File: src/rtl/lcd_write_scheduler.sv
// lcd_write_scheduler
//   Owns the Spartan-3E character LCD (4-bit mode). It runs the power-on
//   initialisation nibbles. After that it serves byte writes from two
//   requesters with round-robin arbitration. Each byte is sent as a high
//   nibble and then a low nibble, and the LCD setup, enable-width,
//   inter-nibble and execution delays are timed purely by counters.
//
// Ports
//   clock, reset        single clock, synchronous active-high reset
//   req0/req1           write request, held until the matching ack
//   rs0/rs1             0 = command byte, 1 = character data
//   data0/data1 [7:0]   byte to write
//   ack0/ack1           one-cycle pulse: request accepted, operands latched
//   ready               high only while idle and able to accept a request
//   init_done           high once the power-on sequence has completed
//   LCD_E, LCD_RS       LCD enable strobe and register select
//   LCD_RW              always 0 (write-only usage)
//   SF_D [3:0]          LCD data nibble (board pins SF_D[11:8])

module lcd_write_scheduler #(
    parameter int unsigned T_POWERUP = 750000,
    parameter int unsigned T_INIT1   = 205000,
    parameter int unsigned T_INIT2   = 5000,
    parameter int unsigned T_SHORT   = 2000,
    parameter int unsigned T_LONG    = 82000,
    parameter int unsigned T_NIBBLE  = 50,
    parameter int unsigned T_SETUP   = 2,
    parameter int unsigned T_EHIGH   = 12
) (
    input  logic       clock,
    input  logic       reset,
    input  logic       req0,
    input  logic       req1,
    input  logic       rs0,
    input  logic       rs1,
    input  logic [7:0] data0,
    input  logic [7:0] data1,
    output logic       ack0,
    output logic       ack1,
    output logic       ready,
    output logic       init_done,
    output logic       LCD_E,
    output logic       LCD_RS,
    output logic       LCD_RW,
    output logic [3:0] SF_D
);

    // Counter width: wide enough for the longest wait, never below 20 bits.
    localparam int unsigned MAX_A  = (T_POWERUP > T_INIT1) ? T_POWERUP : T_INIT1;
    localparam int unsigned MAX_B  = (T_INIT2 > T_SHORT) ? T_INIT2 : T_SHORT;
    localparam int unsigned MAX_C  = (T_LONG > T_NIBBLE) ? T_LONG : T_NIBBLE;
    localparam int unsigned MAX_D  = (T_SETUP > T_EHIGH) ? T_SETUP : T_EHIGH;
    localparam int unsigned MAX_AB = (MAX_A > MAX_B) ? MAX_A : MAX_B;
    localparam int unsigned MAX_CD = (MAX_C > MAX_D) ? MAX_C : MAX_D;
    localparam int unsigned MAX_T  = (MAX_AB > MAX_CD) ? MAX_AB : MAX_CD;
    localparam int unsigned NEED_W = unsigned'($clog2(MAX_T + 1));
    localparam int unsigned CW     = (NEED_W > 20) ? NEED_W : 20;

    // Each wait runs its counter from 0 to T-1, so the terminal value is T-1.
    localparam logic [CW-1:0] POWERUP_END = CW'(T_POWERUP - 1);
    localparam logic [CW-1:0] INIT1_END   = CW'(T_INIT1 - 1);
    localparam logic [CW-1:0] INIT2_END   = CW'(T_INIT2 - 1);
    localparam logic [CW-1:0] SHORT_END   = CW'(T_SHORT - 1);
    localparam logic [CW-1:0] LONG_END    = CW'(T_LONG - 1);
    localparam logic [CW-1:0] NIBBLE_END  = CW'(T_NIBBLE - 1);
    localparam logic [CW-1:0] SETUP_END   = CW'(T_SETUP - 1);
    localparam logic [CW-1:0] EHIGH_END   = CW'(T_EHIGH - 1);

    // INIT_NIB is the setup phase of a power-on nibble. It has the same
    // timing as SETUP; a separate state keeps init and byte traffic apart.
    typedef enum logic [2:0] {
        PWR_WAIT,
        INIT_NIB,
        SETUP,
        E_HIGH,
        HOLD,
        NIB_GAP,
        EXEC_WAIT,
        IDLE
    } state_t;

    state_t          state;
    logic [CW-1:0]   cnt;
    logic [CW-1:0]   exec_end;
    logic [1:0]      nib_idx;
    logic            low_nib;
    logic            last_grant;
    logic            lat_rs;
    logic [7:0]      lat_data;

    logic            grant0_c;
    logic            grant1_c;
    logic            is_long_cmd_c;

    // The LCD is never read; the busy flag is not polled.
    assign LCD_RW = 1'b0;

    // Round robin: on a tie, serve the port that was not served last.
    assign grant0_c = req0 & (~req1 | last_grant);
    assign grant1_c = req1 & (~req0 | ~last_grant);

    // Clear (0x01) and home (0x02/0x03) need the long execution time.
    // 0x00 also matches; it is not a valid command, so the longer wait is harmless.
    assign is_long_cmd_c = ~lat_rs & (lat_data[7:1] == 7'd0);

    // Wait that follows each power-on nibble.
    function automatic logic [CW-1:0] init_wait_end(input logic [1:0] idx);
        case (idx)
            2'd0:    init_wait_end = INIT1_END;
            2'd1:    init_wait_end = INIT2_END;
            default: init_wait_end = SHORT_END;
        endcase
    endfunction

    // Sequencer: power-on init, arbitration, and nibble timing.
    always_ff @(posedge clock) begin
        if (reset) begin
            state      <= PWR_WAIT;
            cnt        <= '0;
            exec_end   <= '0;
            nib_idx    <= 2'd0;
            low_nib    <= 1'b0;
            last_grant <= 1'b1;
            lat_rs     <= 1'b0;
            lat_data   <= 8'h00;
            ack0       <= 1'b0;
            ack1       <= 1'b0;
            ready      <= 1'b0;
            init_done  <= 1'b0;
            LCD_E      <= 1'b0;
            LCD_RS     <= 1'b0;
            SF_D       <= 4'h0;
        end else begin
            ack0 <= 1'b0;
            ack1 <= 1'b0;

            case (state)
                PWR_WAIT: begin
                    if (cnt == POWERUP_END) begin
                        cnt     <= '0;
                        nib_idx <= 2'd0;
                        LCD_RS  <= 1'b0;
                        SF_D    <= 4'h3;
                        state   <= INIT_NIB;
                    end else begin
                        cnt <= cnt + CW'(1);
                    end
                end

                INIT_NIB, SETUP: begin
                    if (cnt == SETUP_END) begin
                        cnt   <= '0;
                        LCD_E <= 1'b1;
                        state <= E_HIGH;
                    end else begin
                        cnt <= cnt + CW'(1);
                    end
                end

                E_HIGH: begin
                    if (cnt == EHIGH_END) begin
                        cnt   <= '0;
                        LCD_E <= 1'b0;
                        state <= HOLD;
                    end else begin
                        cnt <= cnt + CW'(1);
                    end
                end

                // One cycle of data hold after LCD_E falls; then choose the next wait.
                HOLD: begin
                    cnt <= '0;
                    if (!init_done) begin
                        exec_end <= init_wait_end(nib_idx);
                        state    <= EXEC_WAIT;
                    end else if (!low_nib) begin
                        state <= NIB_GAP;
                    end else begin
                        exec_end <= is_long_cmd_c ? LONG_END : SHORT_END;
                        state    <= EXEC_WAIT;
                    end
                end

                NIB_GAP: begin
                    if (cnt == NIBBLE_END) begin
                        cnt     <= '0;
                        low_nib <= 1'b1;
                        SF_D    <= lat_data[3:0];
                        state   <= SETUP;
                    end else begin
                        cnt <= cnt + CW'(1);
                    end
                end

                EXEC_WAIT: begin
                    if (cnt == exec_end) begin
                        cnt <= '0;
                        if (init_done) begin
                            ready <= 1'b1;
                            state <= IDLE;
                        end else if (nib_idx == 2'd3) begin
                            init_done <= 1'b1;
                            ready     <= 1'b1;
                            state     <= IDLE;
                        end else begin
                            // Power-on nibble order is 3, 3, 3, 2.
                            nib_idx <= nib_idx + 2'd1;
                            SF_D    <= (nib_idx == 2'd2) ? 4'h2 : 4'h3;
                            state   <= INIT_NIB;
                        end
                    end else begin
                        cnt <= cnt + CW'(1);
                    end
                end

                // Accept a request; the high nibble goes onto the bus at the same edge.
                IDLE: begin
                    cnt     <= '0;
                    low_nib <= 1'b0;
                    if (grant0_c) begin
                        ack0       <= 1'b1;
                        last_grant <= 1'b0;
                        lat_rs     <= rs0;
                        lat_data   <= data0;
                        LCD_RS     <= rs0;
                        SF_D       <= data0[7:4];
                        ready      <= 1'b0;
                        state      <= SETUP;
                    end else if (grant1_c) begin
                        ack1       <= 1'b1;
                        last_grant <= 1'b1;
                        lat_rs     <= rs1;
                        lat_data   <= data1;
                        LCD_RS     <= rs1;
                        SF_D       <= data1[7:4];
                        ready      <= 1'b0;
                        state      <= SETUP;
                    end
                end

                default: begin
                    cnt   <= '0;
                    LCD_E <= 1'b0;
                    state <= PWR_WAIT;
                end
            endcase
        end
    end

endmodule

File: config.mk
export PLATFORM = sky130hd
export DESIGN_NAME = lcd_write_scheduler
export DESIGN_NICKNAME = d
export VERILOG_FILES = /design/src/rtl/lcd_write_scheduler.sv
export SDC_FILE = /design/constraint.sdc
export NUM_CORES = 1
export LEC_CHECK = 0
export CELL_PAD_IN_SITES_DETAIL_PLACEMENT = 0
export CELL_PAD_IN_SITES_GLOBAL_PLACEMENT = 2
export CORE_ASPECT_RATIO = 1.5
export CORE_MARGIN = 1
export CORE_UTILIZATION = 35
export DETAILED_ROUTE_END_ITERATION = 8
export PLACE_DENSITY = 0.92
export SYNTH_ARGS = -nofsm -noshare
export SYNTH_HDL_FRONTEND = slang
export SYNTH_SLANG_ARGS = --single-unit
File: constraint.sdc
create_clock -name clock -period 5.66 [get_ports clock]
set_input_delay 1.698 -clock clock [delete_from_list [all_inputs] [get_ports clock]]
set_output_delay 1.698 -clock clock [all_outputs]
set_load 0.1 [all_outputs]
==> out/metrics.cfg <==
[timing]
max_slew_margin_pct = 28.0
rsz0062_at_grt = false
hold_violations = 0
slew_violations = 0
holdWs_ns = 0.472
skew_ns = 0.00646
finalCritPeriodShare_pct = 66.6
worst_slack_ns = 1.89
min_period_ns = 3.77
finalSetupTns_ns = 0
setup_viol = 0
tightest_slew_ns = 1.08
fmax_mhz = 265

[die]
core_area_mm2 = 0.00811
dieHeight_um = 115
initial_core_util_pct = 36.5
die_x_um = 77.0
dieArea_mm2 = 0.00883
fp-row-count = 40
ios = 33

[worst_setup_path]
crit_chain = clkdlybuf4s50_1
crit_fanout = 11
r2r_slack_ns = 2.99
r2r-start = state[1]
crit_slowest_cell = clkdlybuf4s50_1
worstPathRequired_ns = 3.96
path_class = reg2out
crit_start = init_done
start_kind = flip-flop
crit_family = buffers and inverters
endpoint_kind = output pin
cp_data_arrival_time_ns = 2.07
path_buf_inv = 1
slowest_delay_ns = 1.21

[yosys]
synth-xor-area-share_pct = 8.00
syn_nets = 405
synth_edf_count = 0
seq_area_frac_synth_pct = 37.9
synth_top_family_by_area = simple AND/OR/NAND/NOR gates
synth_mux_area_share_pct = 1.44
ys_warn_count = 0
synthCells = 375
ys_ff_latch = 56
synth_area_mm2 = 0.00296
synthSimpleGateAreaFrac_pct = 29.2
async_flop_share_pct = 0
synth_cell_types = 50
synthAdderAreaFrac_pct = 3.39
synthFlopType = dfxtp_1
synth-compound-area-share_pct = 15.8
avgSynthCellArea_um2 = 7.88

[grt]
track_usage_pct = 18.6
grt_pass1_wl_um = 13000
grt_util_met1_pct = 18.7
grt_max_degree = 23
busiest_layer = met2
grt_use_met2_pct = 37.1
antenna_found_initial = 0
grt_overflow = 0
met3_usage_pct = 2.55
grt_pass1_vias = 2739

[finish]
final_common_cell = nor2_1
drive_gt1_share_pct = 4.79
final_nets = 427
antennaDiodeCount = 0
area_growth_pct = 17.7
final_cell_mix = nor2_1 (65), dfxtp_1 (56), clkdlybuf4s50_1 (31)

[detailed_routing]
vias = 2665
wl_um = 7490
drc_errors = 0
drtIter0Drc = 91
ant_nets = 0
wl_per_cell_um = 14.9
drtPass1Iterations = 4
viasPerCell = 5.31

[clock_network]
clk_pin_slew_ns = 0.07
postCtsSetupRepairBufs = 0
cts_resized = 0
cts_hold_buf = 0
cts_inserted_buffers = 5
clk-insertion-delay-late_ns = 0.29
root_buffer = clkbuf_16
cts_buffer_depth = 2
htree_levels = 2
cts_sinks = 56
cts_tree = done

[placed_design]
dp_hpwl_um = 5860
io_buffers = 31
dp_slack_ns = 1.85
gp_congestion = 0.808

[run]
drv_cap = 0

[power]
power.density_mw_per_mm2 = 245
p_leak_nw = 1.22
p_total_mw = 0.854
vdd_drop_max_v = 0.000115

[run_status]
outcome = finished clean

[worst_hold_path]
hp-start = exec_end[9]
hp-class = reg2reg

-- where the power goes --
| group | total [mW] | internal (mW) | switching [mW] |
|---|---|---|---|
| clock network | 0.302 | 0.161 | 0.141 |
| logic | 0.136 | 0.0497 | 0.0860 |
| registers | 0.416 | 0.402 | 0.0141 |
| total | 0.854 | 0.613 | 0.241 |
-- final timing paths --
kind	cells past startpoint	end
setup / recovery	1	init_done
hold reg to reg	2	exec_end[9]
setup reg to reg	5	LCD_RS
hold / removal	2	exec_end[9]
-- metal layers --
metal	vias to the layer above	wire length, µm
li1	1375	-
met1	1227	3040
met2	54	4110
met3	9	179
met4	0	160
met5	-	0
-- layout make-up --
| class | count | area [µm²] |
|---|---|---|
| Inverter | 12 | 45.0 |
| Multi-Input combinational cell | 289 | 1720 |
| Sequential cell | 56 | 1120 |
| Tap cell | 105 | 131 |
| Clock buffer | 5 | 125 |
| Timing Repair Buffer | 33 | 325 |
| Clock inverter | 2 | 12.5 |
| Fill cell | 862 | 4630 |
-- metrics by stage --
| stage | instance area [µm²] | cells | utilization [%] |
|---|---|---|---|
| floorplan | 2960 | 375 | - |
| global placement | 3340 | 495 | 41.2 |
| detailed placement | 3340 | 495 | 41.2 |
| CTS | 3480 | 502 | 42.9 |
| global route | 3480 | 502 | 42.9 |
| finish | 3480 | 502 | 42.9 |
-- registers in the layout, summed over array words and instances, names as in the netlist, 2 cells and up --
signal / count
exec_end: 10
cnt: 20
lat_data: 8
state: 3
SF_D: 4
nib_idx: 2
-- cell usage after synthesis (6+ instances only) --
library cell | number | share of area, %
o21ai_0 | 11 | 1.9
a21oi_1 | 24 | 4.1
xnor2_1 | 13 | 3.9
nor2b_1 | 7 | 1.5
inv_1 | 12 | 1.5
ha_1 | 8 | 3.4
a211oi_1 | 6 | 1.5
nand3_1 | 15 | 2.5
clkbuf_1 | 12 | 1.5
nand2_1 | 25 | 3.2
nor3_1 | 20 | 3.4
nand4_1 | 9 | 1.9
xor2_1 | 14 | 4.1
dfxtp_1 | 56 | 38
a31oi_1 | 6 | 1.3
nor4_1 | 12 | 2.5
nor2_1 | 65 | 8.3
-- logic make-up after synthesis --
group / Yosys count
AO/OA/AOI/OAI: 71
XOR/XNOR: 27
adder cells (fa/ha/maj): 8
buffers and inverters: 30
flip-flops: 56
multiplexers: 4
other: 1
AND/OR/NAND/NOR: 178
Power figures use the tool's default switching activity.
